==> config.mk <==
export PLATFORM = sky130hd
export DESIGN_NAME = register_file
export DESIGN_NICKNAME = d
export VERILOG_FILES = /design/src/rtl/mips_pkg.sv /design/src/rtl/rf_read_port.sv /design/src/rtl/register_file.sv
export SDC_FILE = /design/constraint.sdc
export NUM_CORES = 2
export LEC_CHECK = 0
export CAP_MARGIN = 20
export CELL_PAD_IN_SITES_DETAIL_PLACEMENT = 0
export CELL_PAD_IN_SITES_GLOBAL_PLACEMENT = 2
export CORE_ASPECT_RATIO = 0.7
export CORE_UTILIZATION = 50
export DETAILED_ROUTE_END_ITERATION = 10
export PLACE_DENSITY_LB_ADDON = 0.1
export SYNTH_ARGS = -nofsm -noshare
export SYNTH_HDL_FRONTEND = slang
export SYNTH_SLANG_ARGS = --single-unit
==> constraint.sdc <==
create_clock -name CLK -period 4 [get_ports CLK]
set_clock_uncertainty 0.05 [all_clocks]
set_input_delay 0.4 -clock CLK [delete_from_list [all_inputs] [get_ports CLK]]
set_output_delay 0.4 -clock CLK [all_outputs]
set_load 0.005 [all_outputs]
==> src/rtl/mips_pkg.sv <==
// Shared MIPS datapath constants: data width, register index width and
// architecturally fixed register indices.
package mips_pkg;

  localparam int unsigned DATA_W = 32;
  localparam int unsigned REG_AW = 5;

  localparam logic [4:0] REG_ZERO = 5'd0;
  localparam logic [4:0] REG_RA   = 5'd31;

endpackage : mips_pkg

==> src/rtl/rf_read_port.sv <==
// One combinational register-file read port: index mux, $zero forcing and
// optional same-cycle bypass of the in-flight write.
module rf_read_port
  import mips_pkg::*;
#(
  parameter int unsigned Data_Width = DATA_W,
  parameter int unsigned Addr_Width = REG_AW,
  parameter bit          BYPASS     = 1'b1
) (
  input  logic                  i_rst_n,
  input  logic [Data_Width-1:0] i_regs [2**Addr_Width],
  input  logic [Addr_Width-1:0] i_addr,
  input  logic                  i_wr_en,
  input  logic [Addr_Width-1:0] i_wr_addr,
  input  logic [Data_Width-1:0] i_wr_data,
  output logic [Data_Width-1:0] o_data
);

  logic w_hit;

  assign w_hit = i_wr_en && (i_wr_addr == i_addr);

  // Zero forcing comes last so it overrides a bypass that targets $zero.
  always_comb begin
    o_data = i_regs[i_addr];
    if (BYPASS && w_hit) begin
      o_data = i_wr_data;
    end
    if (!i_rst_n || (i_addr == Addr_Width'(REG_ZERO))) begin
      o_data = '0;
    end
  end

endmodule : rf_read_port

==> src/rtl/register_file.sv <==
// 32-entry MIPS register file: two combinational read ports with optional
// write bypass, one clocked write port, hardwired $zero and a debug read port.
module register_file
  import mips_pkg::*;
#(
  parameter int unsigned Data_Width = DATA_W,
  parameter int unsigned Addr_Width = REG_AW,
  parameter bit          BYPASS     = 1'b1
) (
  input  logic                  CLK,
  input  logic                  RST,
  input  logic                  Reg_Write,
  input  logic [Addr_Width-1:0] Write_Reg,
  input  logic [Data_Width-1:0] Write_Data,
  input  logic [Addr_Width-1:0] Read_Reg1,
  input  logic [Addr_Width-1:0] Read_Reg2,
  output logic [Data_Width-1:0] Read_Data1,
  output logic [Data_Width-1:0] Read_Data2,
  input  logic [Addr_Width-1:0] Dbg_Addr,
  output logic [Data_Width-1:0] Dbg_Data
);

  localparam int unsigned Depth = 2**Addr_Width;

  logic [Data_Width-1:0] r_regs [1:Depth-1];
  logic [Data_Width-1:0] w_regs [Depth];

  always_ff @(posedge CLK or negedge RST) begin
    if (!RST) begin
      for (int unsigned i = 1; i < Depth; i++) begin
        r_regs[i] <= '0;
      end
    end else if (Reg_Write && (Write_Reg != Addr_Width'(REG_ZERO))) begin
      r_regs[Write_Reg] <= Write_Data;
    end
  end

  // Entry 0 is a constant; only entries 1..Depth-1 are flops.
  always_comb begin
    w_regs[0] = '0;
    for (int unsigned i = 1; i < Depth; i++) begin
      w_regs[i] = r_regs[i];
    end
  end

  rf_read_port #(
    .Data_Width(Data_Width),
    .Addr_Width(Addr_Width),
    .BYPASS    (BYPASS)
  ) u_rd1 (
    .i_rst_n  (RST),
    .i_regs   (w_regs),
    .i_addr   (Read_Reg1),
    .i_wr_en  (Reg_Write),
    .i_wr_addr(Write_Reg),
    .i_wr_data(Write_Data),
    .o_data   (Read_Data1)
  );

  rf_read_port #(
    .Data_Width(Data_Width),
    .Addr_Width(Addr_Width),
    .BYPASS    (BYPASS)
  ) u_rd2 (
    .i_rst_n  (RST),
    .i_regs   (w_regs),
    .i_addr   (Read_Reg2),
    .i_wr_en  (Reg_Write),
    .i_wr_addr(Write_Reg),
    .i_wr_data(Write_Data),
    .o_data   (Read_Data2)
  );

  rf_read_port #(
    .Data_Width(Data_Width),
    .Addr_Width(Addr_Width),
    .BYPASS    (1'b0)
  ) u_dbg (
    .i_rst_n  (RST),
    .i_regs   (w_regs),
    .i_addr   (Dbg_Addr),
    .i_wr_en  (1'b0),
    .i_wr_addr(Write_Reg),
    .i_wr_data(Write_Data),
    .o_data   (Dbg_Data)
  );

endmodule : register_file
Yosys cells after proc, flatten, opt, wreduce, memory -nomap -nowiden

Index checks and enable logic that the tools add are counted.

Reduce and logical (&&, ||, !) cells: 12
Bitwise logic cells: 4
Equality and inequality tests: 2
Mux-type cells: 17
$lt $le $gt $ge: 5

Operator list:

| operator             | number |
|---|---|
| $bwmux W992          | 1 |
| $bmux W32 S5         | 3 |
| $mux W32             | 12 |
| $demux W32 S5        | 1 |
| $ge A6 B6 Y1 const B | 4 |
| $not A5 Y6           | 4 |
| $logic_not A5 Y1     | 3 |
| $eq A5 B5 Y1         | 2 |
| $lt A6 B1 Y1 const B | 1 |
| $reduce_bool A5 Y1   | 1 |
| $logic_and A1 B1 Y1  | 4 |
| $logic_or A1 B1 Y1   | 3 |
| $logic_not A1 Y1     | 1 |

Input bits: 55
Register bits after elaboration: 992
Logic and storage cells: 71
Output and inout bits: 96

Logic depth before layout (Yosys ltp)

Depth after elaboration: 6
Mapped depth: 10
Depth with buffers taken out: 5

Hierarchy

Synthesis repeated with hierarchy kept, for this count alone.

Cell total of the unflattened synthesis: 4290
Area, all modules: 62125.8 um2

Modules (own cells, without submodules):

| module                   | instances | area each (um2) | seq. area each (um2) | cells an instance |
|---|---|---|---|---|
| register_file            | 1         | 37094.3         | 24823.8              | 2224 |
| rf_read_port (u_rd1 ...) | 2         | 8165.3          | 0.0                  | 618 |
| rf_read_port (u_dbg)     | 1         | 8700.8          | 0.0                  | 830 |

Least setup slack after synthesis

Ideal clock, no wire load.

Kind: in2out
Start: in Dbg_Addr[1]
End: out Dbg_Data[0]
Stages on the path: 6
Required time: 3.550 ns
Arrival time: 2.180 ns
Path buffers: 3
Setup slack: 1.370 ns
Path through: clkbuf_1 clkbuf_1 buf_2 mux4_2 mux4_2 a32o_1

Longest elaborated chain between the ends: 5
Elaborated cells on any way between the ends: 7
Those cells by class: mux: 4; bitwise: 1; reduce/logical: 2

RTL lines:

| what                                         | line                | text |
|---|---|---|
| from (decl)                                  | register_file.sv:19 | `input logic [Addr_Width-1:0] Dbg_Addr,` |
| $not A5 Y6 (implied by the code)             | rf_read_port.sv:25  | `o_data = i_regs[i_addr];` |
| $bmux W32 S5                                 | rf_read_port.sv:25  |  |
| $mux W32 (implied by the code) (2 in series) | rf_read_port.sv:25  |  |
| $mux W32 (*)                                 | rf_read_port.sv:29  | `if (!i_rst_n \|\| (i_addr == Addr_Width'(REG_ZERO))) begin` |
| to (decl)                                    | register_file.sv:20 | `output logic [Data_Width-1:0] Dbg_Data` |

Every way passes the cells marked *; elsewhere a longest branch is shown, timed or not. The select of a mux whose other input is x is not followed.

Worst setup path after layout

Start: in RST
End: out Read_Data2[23]

Longest elaborated chain between the ends: 3

RTL lines:

| what               | line                | text |
|---|---|---|
| from (decl)        | register_file.sv:11 | `input logic RST,` |
| $logic_not A1 Y1   | rf_read_port.sv:29  |  |
| $logic_or A1 B1 Y1 | rf_read_port.sv:29  |  |
| $mux W32           | rf_read_port.sv:29  |  |
| to (decl)          | register_file.sv:18 | `output logic [Data_Width-1:0] Read_Data2,` |

No other way between the ends.

==> impl_metrics.py <==
metrics = {
    "route": {
        "ant_nets": 0,
        "drcViolationCount": 0,
        "via_per_inst": 7.41,
        "vias": 45100,
        "wl_mm": 248,
        "wl_per_cell_um": 40.8,
        "drt-initial-drc-count": 6087,
        "first_pass_iters": 7,
    },
    "global_route": {
        "grt_overflow": 0,
        "grt_pass1_wl_mm": 352,
        "grt_start_max_net_pins": 115,
        "antenna_found_initial": 10,
        "first_global_vias": 44000,
        "grt_usage": 0.400,
    },
    "hold_path": {
        "hold_class": "primary input to async pin",
    },
    "critical_path": {
        "cp.required_ns": 3.55,
        "cp.arrival_ns": 3.46,
        "slowest_stage": "nor2_2",
        "ff2ff_path_depth": 1,
        "reg2reg_from": "r_regs[382]",
        "path_max_fanout": 11,
        "criticalPathCategory": "primary input to output pin",
        "critPathLaunchType": "primary input",
        "cp-startpoint": "RST",
        "path_cells": "dlygate4sd3_1 > buf_8 > o21ai_0 > o21bai_4 > nor2_2 > buf_4 > a221o_1 > clkdlybuf4s50_1",
        "r2r-end": "r_regs[382]",
        "r2r_slack_ns": 3.11,
        "worstSetupEndpointType": "output pin",
        "slowest_delay_ns": 0.67,
    },
    "floorplan": {
        "die-height_um": 296,
        "dieArea_sq_um": 125000,
        "core_sq_um": 122000,
        "ios": 151,
        "start_util": 0.506,
        "rows": 107,
        "die_width_um": 423,
    },
    "yosys": {
        "async_flop_share": 1.00,
        "ys_seq_area_frac": 0.401,
        "synth-edff-count": 0,
        "syn_nets": 4311,
        "synth_flop_cell": "dfrtp_1",
        "ys_types": 51,
        "syn-cell-area_sq_um": 61900,
        "synth_area_per_cell_sq_um": 14.5,
        "ys_ff_latch": 992,
        "synthCells": 4256,
        "yosys_warnings": 0,
    },
    "cts": {
        "path_clk_slew_ns": 0.06,
        "cts_htree_levels": 3,
        "post_cts_buffers": 0,
        "insertion_delay_ns": 0.74,
        "clock_path_buffers": 3,
        "root_buffer": "clkbuf_16",
        "cts_tree": "built",
        "cts_made_buffers": 105,
        "clkSinkCount": 992,
    },
    "layout": {
        "layout.cells.non_filler": 6080,
        "drive_above_1_share": 0.537,
        "top_regs": "r_regs (992)",
        "top_register": "r_regs",
        "final_area_sq_um": 70700,
        "final_util": 0.578,
        "syn_to_final_growth_pct": 14.2,
        "nNetsFinal": 4405,
        "largest_reg_flops": 992,
    },
    "timing": {
        "finalHoldViolCount": 0,
        "final.period_utilization": 0.979,
        "min_period_ns": 3.91,
        "setup_viol": 0,
        "rsz0062_at_grt": "no",
        "tns_ns": 0,
        "slew_violations": 0,
        "fmax_mhz": 255,
        "slew_headroom": 0.291,
        "worst_pin_slew_ns": 1.06,
    },
    "power": {
        "power_uw": 33600,
        "power_density_nw_per_um2": 475,
        "power_leakage_uw": 0.0294,
        "vdd_drop_max_mv": 0.367,
    },
    "status": {
        "status": "complete, no violations",
    },
    "placed_design": {
        "portBuffers": 150,
        "dp_hpwl_mm": 156,
        "dpl_cell_area_sq_um": 66900,
        "dp_cells": 5877,
        "routabilityCongestion": 0.902,
    },
    "job": {
        "maxCapViolCount": 0,
    },
}
Yosys cell counts (all sizes together) (3+ instances only):
library cell	count	area (sq um)
a31oi	10	62.6
a221oi	27	236
and3	3	18.8
or2	3	18.8
o32a	8	80.1
xnor2	8	70.1
a211o	14	123
nand3b	4	30.0
buf	253	1410
nor2b	39	244
mux4	677	15200
a221o	24	240
a21oi	53	265
nor3	29	145
clkbuf	243	913
dfrtp	992	24800
o221ai	16	140
a211oi	34	255
o311ai	31	272
and2	5	31.3
o21ai	62	310
mux2	1131	12700
nor2	80	300
o22ai	77	482
o41ai	9	78.8
nand2	74	278
nor3b	5	37.5
or3	3	18.8
a22o	35	307
a2111oi	9	78.8
a32o	33	330
mux2i	158	1580
a22oi	55	413
nand2b	18	113
nand3	20	100
per-layer routing:
layer,wire length (um),GRT usage
met5,109,0.00530
met4,12000,0.175
met3,28600,0.118
met2,107000,0.571
met1,101000,0.567
layout by cell type (no fill, tap or decap), types with 12 or more instances in the layout:
cell             instances
clkinv_2                17
clkbuf_8                28
clkdlybuf4s50_1        135
mux4_2                 677
o311ai_0                31
o22ai_1                 77
nand2_4                 12
buf_12                  72
a211o_1                 14
o21ai_0                 61
nand3_1                 20
nand2_1                 56
a22o_1                  35
dfrtp_1                992
a221o_1                 24
a21oi_1                 53
nor2_1                  62
nor2b_1                 33
buf_4                  264
a221oi_1                27
mux2_2                1131
o221ai_1                16
a211oi_1                34
clkbuf_16              109
nor3_1                  28
mux2i_1                158
a32o_1                  33
a22oi_1                 55
clkbuf_1                23
nor2_4                  17
bufinv_16               15
nand2b_1                16
kinds of logic (layout without fill, tap and decap cells):
family / Yosys count / count (layout) / synth area share
AND/OR/NAND/NOR: 290 / 290 / 0.0224
buffers and inverters: 498 / 681 / 0.0376
XOR/XNOR: 10 / 10 / 0.00142
other: 0 / 6 / 0
AO/OA/AOI/OAI: 500 / 500 / 0.0597
multiplexers: 1966 / 1966 / 0.478
flip-flops: 992 / 992 / 0.401
report_power, final:
part           internal (uW)  switching (uW)  total (uW)
Clock                   6450            4520       11000
Combinational           5110            3480        8590
Sequential             12000            1990       14000
cell type report:
cell class                 instances  area (sq um)
inverter                           2          7.51
antenna                            6          15.0
timing repair buffer             483          4930
fill                            9796         51600
clock inverter                    37           586
tap                             1635          2050
clock buffer                     159          3190
multi-input combinational       2766         35100
sequential                       992         24800
per-stage QoR:
| stage | setup WS [ns] | hold slack, ns |
|---|---|---|
| 6_report | 0.0852 | 0.0514 |
| 5_1_grt | 0.00299 | 0.0386 |
| 4_1_cts | 0.0247 | 0.0230 |
| 3_5_place_dp | -0.234 | 0.187 |
| 3_3_place_gp | -0.246 | 0.187 |
| 2_1_floorplan | 1.37 | 0.0544 |
worst max-delay path by stage:
| stage | end | slack (ns) | depth (start not counted) |
|---|---|---|---|
| 6_report | Read_Data2[23] | 0.09 | 8 |
| 5_1_grt | Read_Data2[13] | 0.003 | 10 |
| 4_1_cts | Read_Data1[10] | 0.02 | 9 |
| 3_5_place_dp | Read_Data1[10] | -0.23 | 9 |
| 3_3_place_gp | Read_Data1[10] | -0.25 | 9 |
| 2_1_floorplan | Dbg_Data[0] | 1.37 | 6 |
worst max-delay path: cells and delay by family:
kind            cells  cell delay, ns
buf+inv             4            1.65
compound gates      3            0.70
simple gates        1            0.67
what timing repair did:
action | in CTS | in global routing
resized for setup | 2 | 2
endpoints found under the setup margin | 1 | 4
hold endpoints to repair | 201 | 0
hold buffers | 1 | 0
(Power assumes the default switching activity.)
